**config.mk**
```make
export PLATFORM = sky130hd
export DESIGN_NAME = mlaccel_spi_phy
export DESIGN_NICKNAME = d
export VERILOG_FILES = /design/src/rtl/mlaccel_pkg.sv /design/src/rtl/mlaccel_sync.sv /design/src/rtl/mlaccel_spi_phy.sv
export SDC_FILE = /design/constraint.sdc
export NUM_CORES = 1
export LEC_CHECK = 0
export BUFFER_PORTS_ARGS = -buffer_cell sky130_fd_sc_hd__buf_4
export CORE_AREA = 2 2 85 87
export DETAILED_ROUTE_END_ITERATION = 16
export DIE_AREA = 0 0 87 89
export HOLD_SLACK_MARGIN = 0.08
export PLACE_DENSITY_LB_ADDON = 0.25
export SLEW_MARGIN = 20
export SYNTH_ARGS = -nofsm -noshare
export SYNTH_HDL_FRONTEND = slang
export SYNTH_HIERARCHICAL = 1
export SYNTH_SLANG_ARGS = --single-unit
```
**constraint.sdc**
```tcl
create_clock -name clock -period 4.5 [get_ports clock]
set_clock_uncertainty 0.15 [all_clocks]
set_input_delay 1.35 -clock clock [delete_from_list [all_inputs] [get_ports clock]]
set_output_delay 1.35 -clock clock [all_outputs]
set_load 0.02 [all_outputs]
```
**src/rtl/mlaccel_pkg.sv**
```systemverilog
// Shared constants for the mlaccel SPI front end: opcodes, byte widths, PHY states.
package mlaccel_pkg;

  localparam int unsigned BYTE_W    = 8;
  localparam int unsigned BIT_CNT_W = 3;

  // Command opcodes carried in the first byte of each SPI frame
  localparam logic [BYTE_W-1:0] OP_STATUS    = 8'h20;
  localparam logic [BYTE_W-1:0] OP_WRITE_BUF = 8'h21;
  localparam logic [BYTE_W-1:0] OP_READ_BUF  = 8'h22;
  localparam logic [BYTE_W-1:0] OP_STORE     = 8'h23;
  localparam logic [BYTE_W-1:0] OP_LOAD      = 8'h24;
  localparam logic [BYTE_W-1:0] OP_RUN       = 8'h25;

  // Byte shifted out on MISO when nothing is buffered
  localparam logic [BYTE_W-1:0] IDLE_BYTE_DEF = 8'h00;

  // Frame state, keyed on the synchronised chip select
  localparam logic [0:0] ST_IDLE   = 1'b0;
  localparam logic [0:0] ST_ACTIVE = 1'b1;

endpackage

```
**src/rtl/mlaccel_sync.sv**
```systemverilog
// Single-bit multi-flop synchroniser with synchronous reset to a chosen level.
module mlaccel_sync #(
  parameter int unsigned STAGES  = 2,
  parameter logic        RST_VAL = 1'b0
) (
  input  logic clock,
  input  logic reset,
  input  logic d,
  output logic q
);

  logic [STAGES-1:0] sync_q;
  logic [STAGES-1:0] sync_d;

  // Shift the raw pin one stage deeper each clock
  always_comb begin
    sync_d = {sync_q[STAGES-2:0], d};
  end

  // Synchroniser flops
  always_ff @(posedge clock) begin
    if (reset) sync_q <= {STAGES{RST_VAL}};
    else       sync_q <= sync_d;
  end

  assign q = sync_q[STAGES-1];

endmodule

```
**src/rtl/mlaccel_spi_phy.sv**
```systemverilog
// SPI mode-3 slave PHY: oversampled pins, MOSI deserialiser, one-deep tx buffer, MISO serialiser.
module mlaccel_spi_phy
  import mlaccel_pkg::*;
#(
  parameter int unsigned       SYNC_STAGES = 2,
  parameter logic [BYTE_W-1:0] IDLE_BYTE   = IDLE_BYTE_DEF
) (
  input  logic              clock,
  input  logic              reset,
  input  logic              spi_csb,
  input  logic              spi_clk,
  input  logic              spi_mosi,
  output logic              spi_miso,
  output logic              rx_valid,
  output logic [BYTE_W-1:0] rx_data,
  output logic              rx_first,
  output logic              xfer_end,
  input  logic              tx_valid,
  output logic              tx_ready,
  input  logic [BYTE_W-1:0] tx_data,
  output logic              tx_underrun
);

  logic csb_s, sclk_s, mosi_s;

  // Pin synchronisers; csb resets low so a frame already in progress is never seen as starting
  mlaccel_sync #(.STAGES(SYNC_STAGES), .RST_VAL(1'b0)) u_sync_csb (
    .clock(clock), .reset(reset), .d(spi_csb), .q(csb_s)
  );
  mlaccel_sync #(.STAGES(SYNC_STAGES), .RST_VAL(1'b1)) u_sync_clk (
    .clock(clock), .reset(reset), .d(spi_clk), .q(sclk_s)
  );
  mlaccel_sync #(.STAGES(SYNC_STAGES), .RST_VAL(1'b0)) u_sync_mosi (
    .clock(clock), .reset(reset), .d(spi_mosi), .q(mosi_s)
  );

  logic [0:0]           state_q,      state_d;
  logic                 csb_prev_q,   csb_prev_d;
  logic                 sclk_prev_q,  sclk_prev_d;
  logic [BIT_CNT_W-1:0] bit_cnt_q,    bit_cnt_d;
  logic [BYTE_W-1:0]    rx_shift_q,   rx_shift_d;
  logic                 byte_done_q,  byte_done_d;
  logic                 first_flag_q, first_flag_d;
  logic                 end_pend_q,   end_pend_d;
  logic [BYTE_W-1:0]    tx_shift_q,   tx_shift_d;
  logic [BYTE_W-1:0]    tx_buf_q,     tx_buf_d;
  logic                 tx_full_q,    tx_full_d;
  logic                 spi_miso_q,   spi_miso_d;
  logic                 rx_valid_q,   rx_valid_d;
  logic [BYTE_W-1:0]    rx_data_q,    rx_data_d;
  logic                 rx_first_q,   rx_first_d;
  logic                 xfer_end_q,   xfer_end_d;
  logic                 tx_ready_q,   tx_ready_d;
  logic                 tx_underrun_q, tx_underrun_d;

  logic csb_fall, csb_rise, clk_rise, tx_wr, load_tx;

  // Next-state logic: edge detection, shifting, byte boundary handling and tx buffer
  always_comb begin
    state_d       = state_q;
    csb_prev_d    = csb_s;
    sclk_prev_d   = sclk_s;
    bit_cnt_d     = bit_cnt_q;
    rx_shift_d    = rx_shift_q;
    byte_done_d   = 1'b0;
    first_flag_d  = first_flag_q;
    end_pend_d    = 1'b0;
    tx_shift_d    = tx_shift_q;
    tx_buf_d      = tx_buf_q;
    tx_full_d     = tx_full_q;
    rx_valid_d    = 1'b0;
    rx_data_d     = rx_data_q;
    rx_first_d    = 1'b0;
    xfer_end_d    = end_pend_q;
    tx_underrun_d = 1'b0;
    load_tx       = 1'b0;

    csb_fall = csb_prev_q & ~csb_s;
    csb_rise = ~csb_prev_q & csb_s;
    clk_rise = (state_q == ST_ACTIVE) & ~csb_s & sclk_s & ~sclk_prev_q;
    tx_wr    = tx_valid & tx_ready_q;

    if (tx_wr) begin
      tx_buf_d  = tx_data;
      tx_full_d = 1'b1;
    end

    case (state_q)
      ST_IDLE: begin
        if (csb_fall) begin
          state_d      = ST_ACTIVE;
          bit_cnt_d    = '0;
          first_flag_d = 1'b1;
          load_tx      = 1'b1;
        end
      end
      default: begin
        // A completed byte is always delivered, even if csb rises in the same cycle
        if (byte_done_q) begin
          rx_valid_d   = 1'b1;
          rx_data_d    = rx_shift_q;
          rx_first_d   = first_flag_q;
          first_flag_d = 1'b0;
        end
        if (csb_rise) begin
          state_d   = ST_IDLE;
          bit_cnt_d = '0;
          if (byte_done_q) end_pend_d = 1'b1;
          else             xfer_end_d = 1'b1;
        end else begin
          if (byte_done_q) begin
            load_tx       = 1'b1;
            tx_underrun_d = ~tx_full_q;
          end
          if (clk_rise) begin
            rx_shift_d  = {rx_shift_q[BYTE_W-2:0], mosi_s};
            tx_shift_d  = {tx_shift_q[BYTE_W-2:0], 1'b0};
            bit_cnt_d   = BIT_CNT_W'(bit_cnt_q + BIT_CNT_W'(1));
            byte_done_d = (bit_cnt_q == BIT_CNT_W'(7));
          end
        end
      end
    endcase

    // Buffered byte goes out next; a write landing in the same cycle refills the buffer
    if (load_tx) begin
      if (tx_full_q) begin
        tx_shift_d = tx_buf_q;
        tx_full_d  = tx_wr;
      end else begin
        tx_shift_d = IDLE_BYTE;
      end
    end

    tx_ready_d = ~tx_full_d;
    spi_miso_d = (state_d == ST_ACTIVE) ? tx_shift_d[BYTE_W-1] : 1'b0;
  end

  // State and output registers
  always_ff @(posedge clock) begin
    if (reset) begin
      state_q       <= ST_IDLE;
      csb_prev_q    <= 1'b0;
      sclk_prev_q   <= 1'b1;
      bit_cnt_q     <= '0;
      rx_shift_q    <= '0;
      byte_done_q   <= 1'b0;
      first_flag_q  <= 1'b0;
      end_pend_q    <= 1'b0;
      tx_shift_q    <= '0;
      tx_buf_q      <= '0;
      tx_full_q     <= 1'b0;
      spi_miso_q    <= 1'b0;
      rx_valid_q    <= 1'b0;
      rx_data_q     <= '0;
      rx_first_q    <= 1'b0;
      xfer_end_q    <= 1'b0;
      tx_ready_q    <= 1'b1;
      tx_underrun_q <= 1'b0;
    end else begin
      state_q       <= state_d;
      csb_prev_q    <= csb_prev_d;
      sclk_prev_q   <= sclk_prev_d;
      bit_cnt_q     <= bit_cnt_d;
      rx_shift_q    <= rx_shift_d;
      byte_done_q   <= byte_done_d;
      first_flag_q  <= first_flag_d;
      end_pend_q    <= end_pend_d;
      tx_shift_q    <= tx_shift_d;
      tx_buf_q      <= tx_buf_d;
      tx_full_q     <= tx_full_d;
      spi_miso_q    <= spi_miso_d;
      rx_valid_q    <= rx_valid_d;
      rx_data_q     <= rx_data_d;
      rx_first_q    <= rx_first_d;
      xfer_end_q    <= xfer_end_d;
      tx_ready_q    <= tx_ready_d;
      tx_underrun_q <= tx_underrun_d;
    end
  end

  assign spi_miso    = spi_miso_q;
  assign rx_valid    = rx_valid_q;
  assign rx_data     = rx_data_q;
  assign rx_first    = rx_first_q;
  assign xfer_end    = xfer_end_q;
  assign tx_ready    = tx_ready_q;
  assign tx_underrun = tx_underrun_q;

endmodule
```
======== Word-level counts from Yosys, hierarchy flattened ========
Index checks and enable logic that the tools add are counted.
word-level totals
  flip-flop bits (word level) ............. 54
  logic and storage cells ................. 81
operators by class
  reductions and logical operators ........ 14
  eq/ne operators ......................... 4
  add/subtract/negate cells ............... 1
  muxes and demuxes ....................... 24
  bitwise gates (word level) .............. 16
operators by type and width
  kind                 count
  $mux 8               5
  $mux 1               15
  $mux 3               4
  $not 1->1            10
  $reduce_or 4->1      2
  $and 1x1->1          6
  $reduce_and 2->1     3
  $reduce_and 3->1     2
  $reduce_bool 2->1    3
  $reduce_or 3->1      2
  $ne 2x1->1 const B   2
  $reduce_or 2->1      2
  $add 3x1->3 const B  1
  $eq 3x3->1 const B   1
  $ne 3x1->1 const B   1

======== Logic depth before layout (Yosys ltp) ========
  word-level depth ........................ 8
  gate-level depth with buffers ........... 6

======== Hierarchy ========
Netlist, hierarchy kept.
modules (own cells, without submodules)
  module           sequential area each (um^2)  cells an instance  times used  area each (um^2)
  mlaccel_spi_phy  960.9                        211                1           1826.8
  mlaccel_sync     40.0                         4                  3           52.6

======== Worst setup path before layout ========
Ideal clock, no wire load.
  path type ............................... input port to flip-flop
  from .................................... in reset
  to ...................................... reg end_pend_q
  setup slack ............................. 2224 ps
  stages on the path ...................... 3
  setup time .............................. 134 ps
  arrival ................................. 1992 ps
  cell sequence ........................... clkbuf_1 > clkbuf_1 > nor3_1
on the way
  word-level cells in the longest chain between the ends .. 1
ends and longest elaborated chain
  element                           line                    RTL
  from (decl)                       mlaccel_spi_phy.sv:9    input logic reset,
  $reduce_or 3->1 (no source line)  --
  to (signal assigned)              mlaccel_spi_phy.sv:168  end_pend_q <= end_pend_d;
  to (decl)                         mlaccel_spi_phy.sv:44   logic end_pend_q, end_pend_d;
No other way between the ends.
A chain may end at the register's enable or synchronous reset.

======== Final worst setup path ========
  from .................................... reg tx_ready_q (netlist: tx_ready)
  to ...................................... out tx_ready
RTL lines
  element                 line                    RTL
  from (decl)             mlaccel_spi_phy.sv:53   logic tx_ready_q, tx_ready_d;
  from (signal assigned)  mlaccel_spi_phy.sv:177  tx_ready_q <= tx_ready_d;
  to (decl)               mlaccel_spi_phy.sv:19   output logic tx_ready,
No word-level cell between the ends.

==> results.txt <==
- The library cell used most frequently in the layout, excluding fill and tap cells, is sky130_fd_sc_hd__nand2_1.
- Initial antenna violation count: 0
- Maximum Capacitance Violations: 0
* Number of different library cells in the post-synthesis netlist: 32
- Counting the buffers created by CTS gives 5.
- The min-delay analysis places its worst path in the category register to register.
- FP Rows: 30
- # DRC: 0
* Max FO, Critical Path: 3
- The signal on the critical path passes through buf_4.
- Area of the core: around 6700 sq um
- The clock reaches the later pin of the worst-skew pair after about 0.30 ns.
- In the routed layout, each cell is associated on average with a via count of about 4.7.
- Clock tree from TritonCTS: yes
- The HPWL after detailed placement is 2380 microns.
- In this run the static leakage power is 0.000841 uW.
- Data on the critical path is required at its endpoint by 3.00 ns.
- Max VDD drop: around 0.14 mV
- The flow ran to the end, and the final reports show no timing, DRC or antenna violations.
- Die footprint: around 7700 sq um
* Shortest clock period the worst path allows after layout: approximately 2.3 ns
* Flop and latch count out of synthesis: 54
- Largest incremental delay on the critical path: 0.36 ns
- For this run, the register share of the synthesized area comes to between 50 and 60%.
- Setup slack closes at about 2.2 ns.
- Final wirelength: 3600 microns
- Leaving out fill and tap cells, the most frequent cells in the layout are 68 x sky130_fd_sc_hd__nand2_1, 54 x sky130_fd_sc_hd__dfxtp_1, 37 x sky130_fd_sc_hd__a21oi_1.
* PwrDens: ~370 nW/um^2
- Post-Synthesis Cells: 223
- The critical path is of the register to output pin type.
- Number of antenna-violating nets in the routed design: 0
- Total number of vias: 1518
- Ranking of synthesized cells by area: sky130_fd_sc_hd__dfxtp_1 54%, sky130_fd_sc_hd__nand2_1 13%, sky130_fd_sc_hd__a21oi_1 9.3%
- TNS Setup: 0 ns
- Clock sinks: 54
- Worst-Margin Slew: ~0.82 ns
- The final-report max-slew violation count is 0.
- Slew HR: 45.0%
- STA classifies the critical path endpoint as an output pin.
- Number of buffers and inverters on the critical path: 1
- RSZ-0062 raised after global routing: false
- Entering global routing, the biggest net connects 53 pins.
* Drt pass-1 iters: 5
- The biggest area contributor in the post-synthesis netlist is sky130_fd_sc_hd__dfxtp_1.
- Number of global-route vias before repair: between 1000 and 1500
- The repair_antennas step left the layout with diodes totalling 0.
- Number of synthesis warnings: 6
- The detailed router finished its first iteration with 78 violations.
- Post-CTS setup buffers: 0
- CTS Root Buffer Type: sky130_fd_sc_hd__clkbuf_8
- Top Family by Delay on Critical Path: flip-flops
- Upper clock frequency limit: ~430 MHz
- The worst path uses about half of the clock period.
- Setup violations remaining at the end of the flow were counted as 0.
- The final layout contains approximately 260 nets.
* Final hold violations: 0
- Post-synth EDFFs: 0
- Clock Tree Buf Depth: 2
- Register-to-register setup slack: 2.36 ns
- Number of I/O pins: 28
- Deepest level of the CTS H-tree: 2
- Wire length of the first global-routing pass: 6330 microns
- Nature of the critical path startpoint: register
* Async set-or-reset flop fraction in the synthesized netlist: 0%
- The number of hold buffers added after CTS was 0.
- Count of input and output buffers: 27
- Master of the slowest instance on the critical path: sky130_fd_sc_hd__dfxtp_1
- Post-synth top flop: sky130_fd_sc_hd__dfxtp_1
* Post-Place Setup Slack: 2.11 ns
* Average cell area after synthesis: 8.90 sq um
* All-layer global routing usage: 10.2%
- Post-Route Utilization: 34.6%
- Cells with a size suffix above 1 make up 16.9% of the layout.
- Residual overflow from global routing: 0
* Number of gates resized after CTS: 0
- From bottom edge to top edge, the die measures 89 microns.
* Post-CTS clock slew at the launch and capture registers of the worst setup and hold paths: approximately 0.09 ns
- Initial core utilization: just under 30%
* Post-synthesis instance area: 1980 sq um
- In this run the horizontal extent of the chip is 87 microns.
- The congestion estimate from routability-driven global placement came to between 0.6 and 0.7.
- Arrival time at the worst endpoint: 0.82 ns
- When the netlist entered floorplanning its net count stood at 239.
* Area growth, synth to finish: 17.2%
- Routed wire length per instance: 11.2 microns
* Synth top area share: 54.5%
-- synth_stat cells, drive strengths merged (2+ instances only) --
cell type	n
nand2	68
dfxtp	54
a21oi	37
clkbuf	9
a311oi	7
nor2	7
nor2b	7
buf	5
and2	4
or2	4
a31oi	3
nor3b	3
ha	2
nand2b	2
nand4b	2
-- path summary, 6_finish.rpt --
check,start,end,cells past startpoint
max,tx_ready$_SDFF_PP1_,tx_ready,1
min,u_sync_clk/sync_q[0]$_SDFF_PP1_,u_sync_clk/sync_q[1]$_SDFF_PP1_,1
max reg2reg,state_q$_SDFF_PP0_,tx_shift_q[7]$_SDFF_PP0_,3
min reg2reg,u_sync_clk/sync_q[0]$_SDFF_PP1_,u_sync_clk/sync_q[1]$_SDFF_PP1_,1
-- area by class of cell --
| class | instances | area, sq um |
|---|---|---|
| Fill cell | 723 | 4390 |
| Sequential cell | 54 | 1080 |
| Multi-Input combinational cell | 154 | 826 |
| Timing Repair Buffer | 27 | 203 |
| Tap cell | 80 | 100 |
| Clock buffer | 6 | 82.6 |
| Clock inverter | 1 | 30.0 |
| Inverter | 1 | 3.75 |
-- through the flow --
stage	instance area (sq um)	power, uW	hold WS (ns)	instances
after floorplan	1980	536	0.233	223
after global routing	2330	907	0.284	323
after detailed placement	2210	552	0.248	316
after global placement	2210	551	0.239	316
final	2330	865	0.258	323
after CTS	2330	877	0.263	323
-- sequential cells by signal, indices dropped and copies added, names as in the netlist, 2 cells and up --
signal              cells
rx_data                 8
rx_shift_q              8
tx_buf_q                8
tx_shift_q              8
bit_cnt_q               3
u_sync_clk/sync_q       2
u_sync_csb/sync_q       2
u_sync_mosi/sync_q      2
-- power breakdown --
part	switching, uW	leakage (uW)	total, uW	internal (uW)
registers	9.23	0.000439	498	489
clock network	147	0.0000573	325	178
logic	22.4	0.000345	41.5	19.1
-- logic make-up (layout without fill, tap and decap cells) --
kind of cell,after synthesis,in the layout,synth area share [%]
DFF,54,54,54.5
buffers and inverters,15,35,3.91
AOI/OAI and AO/OA,50,50,15.8
and+or+nand+nor,102,102,24.5
adders and majority gates,2,2,1.26
-- layer usage --
| metal | global-route usage [%] | up-vias | routed length, microns |
|---|---|---|---|
| li1 | - | 785 | - |
| met1 | 12.7 | 705 | 1790 |
| met2 | 16.5 | 26 | 1640 |
| met3 | 2.86 | 2 | 135 |
| met4 | 4.26 | 0 | 41 |
| met5 | 0 | - | 0 |
(Power assumes the default switching activity.)
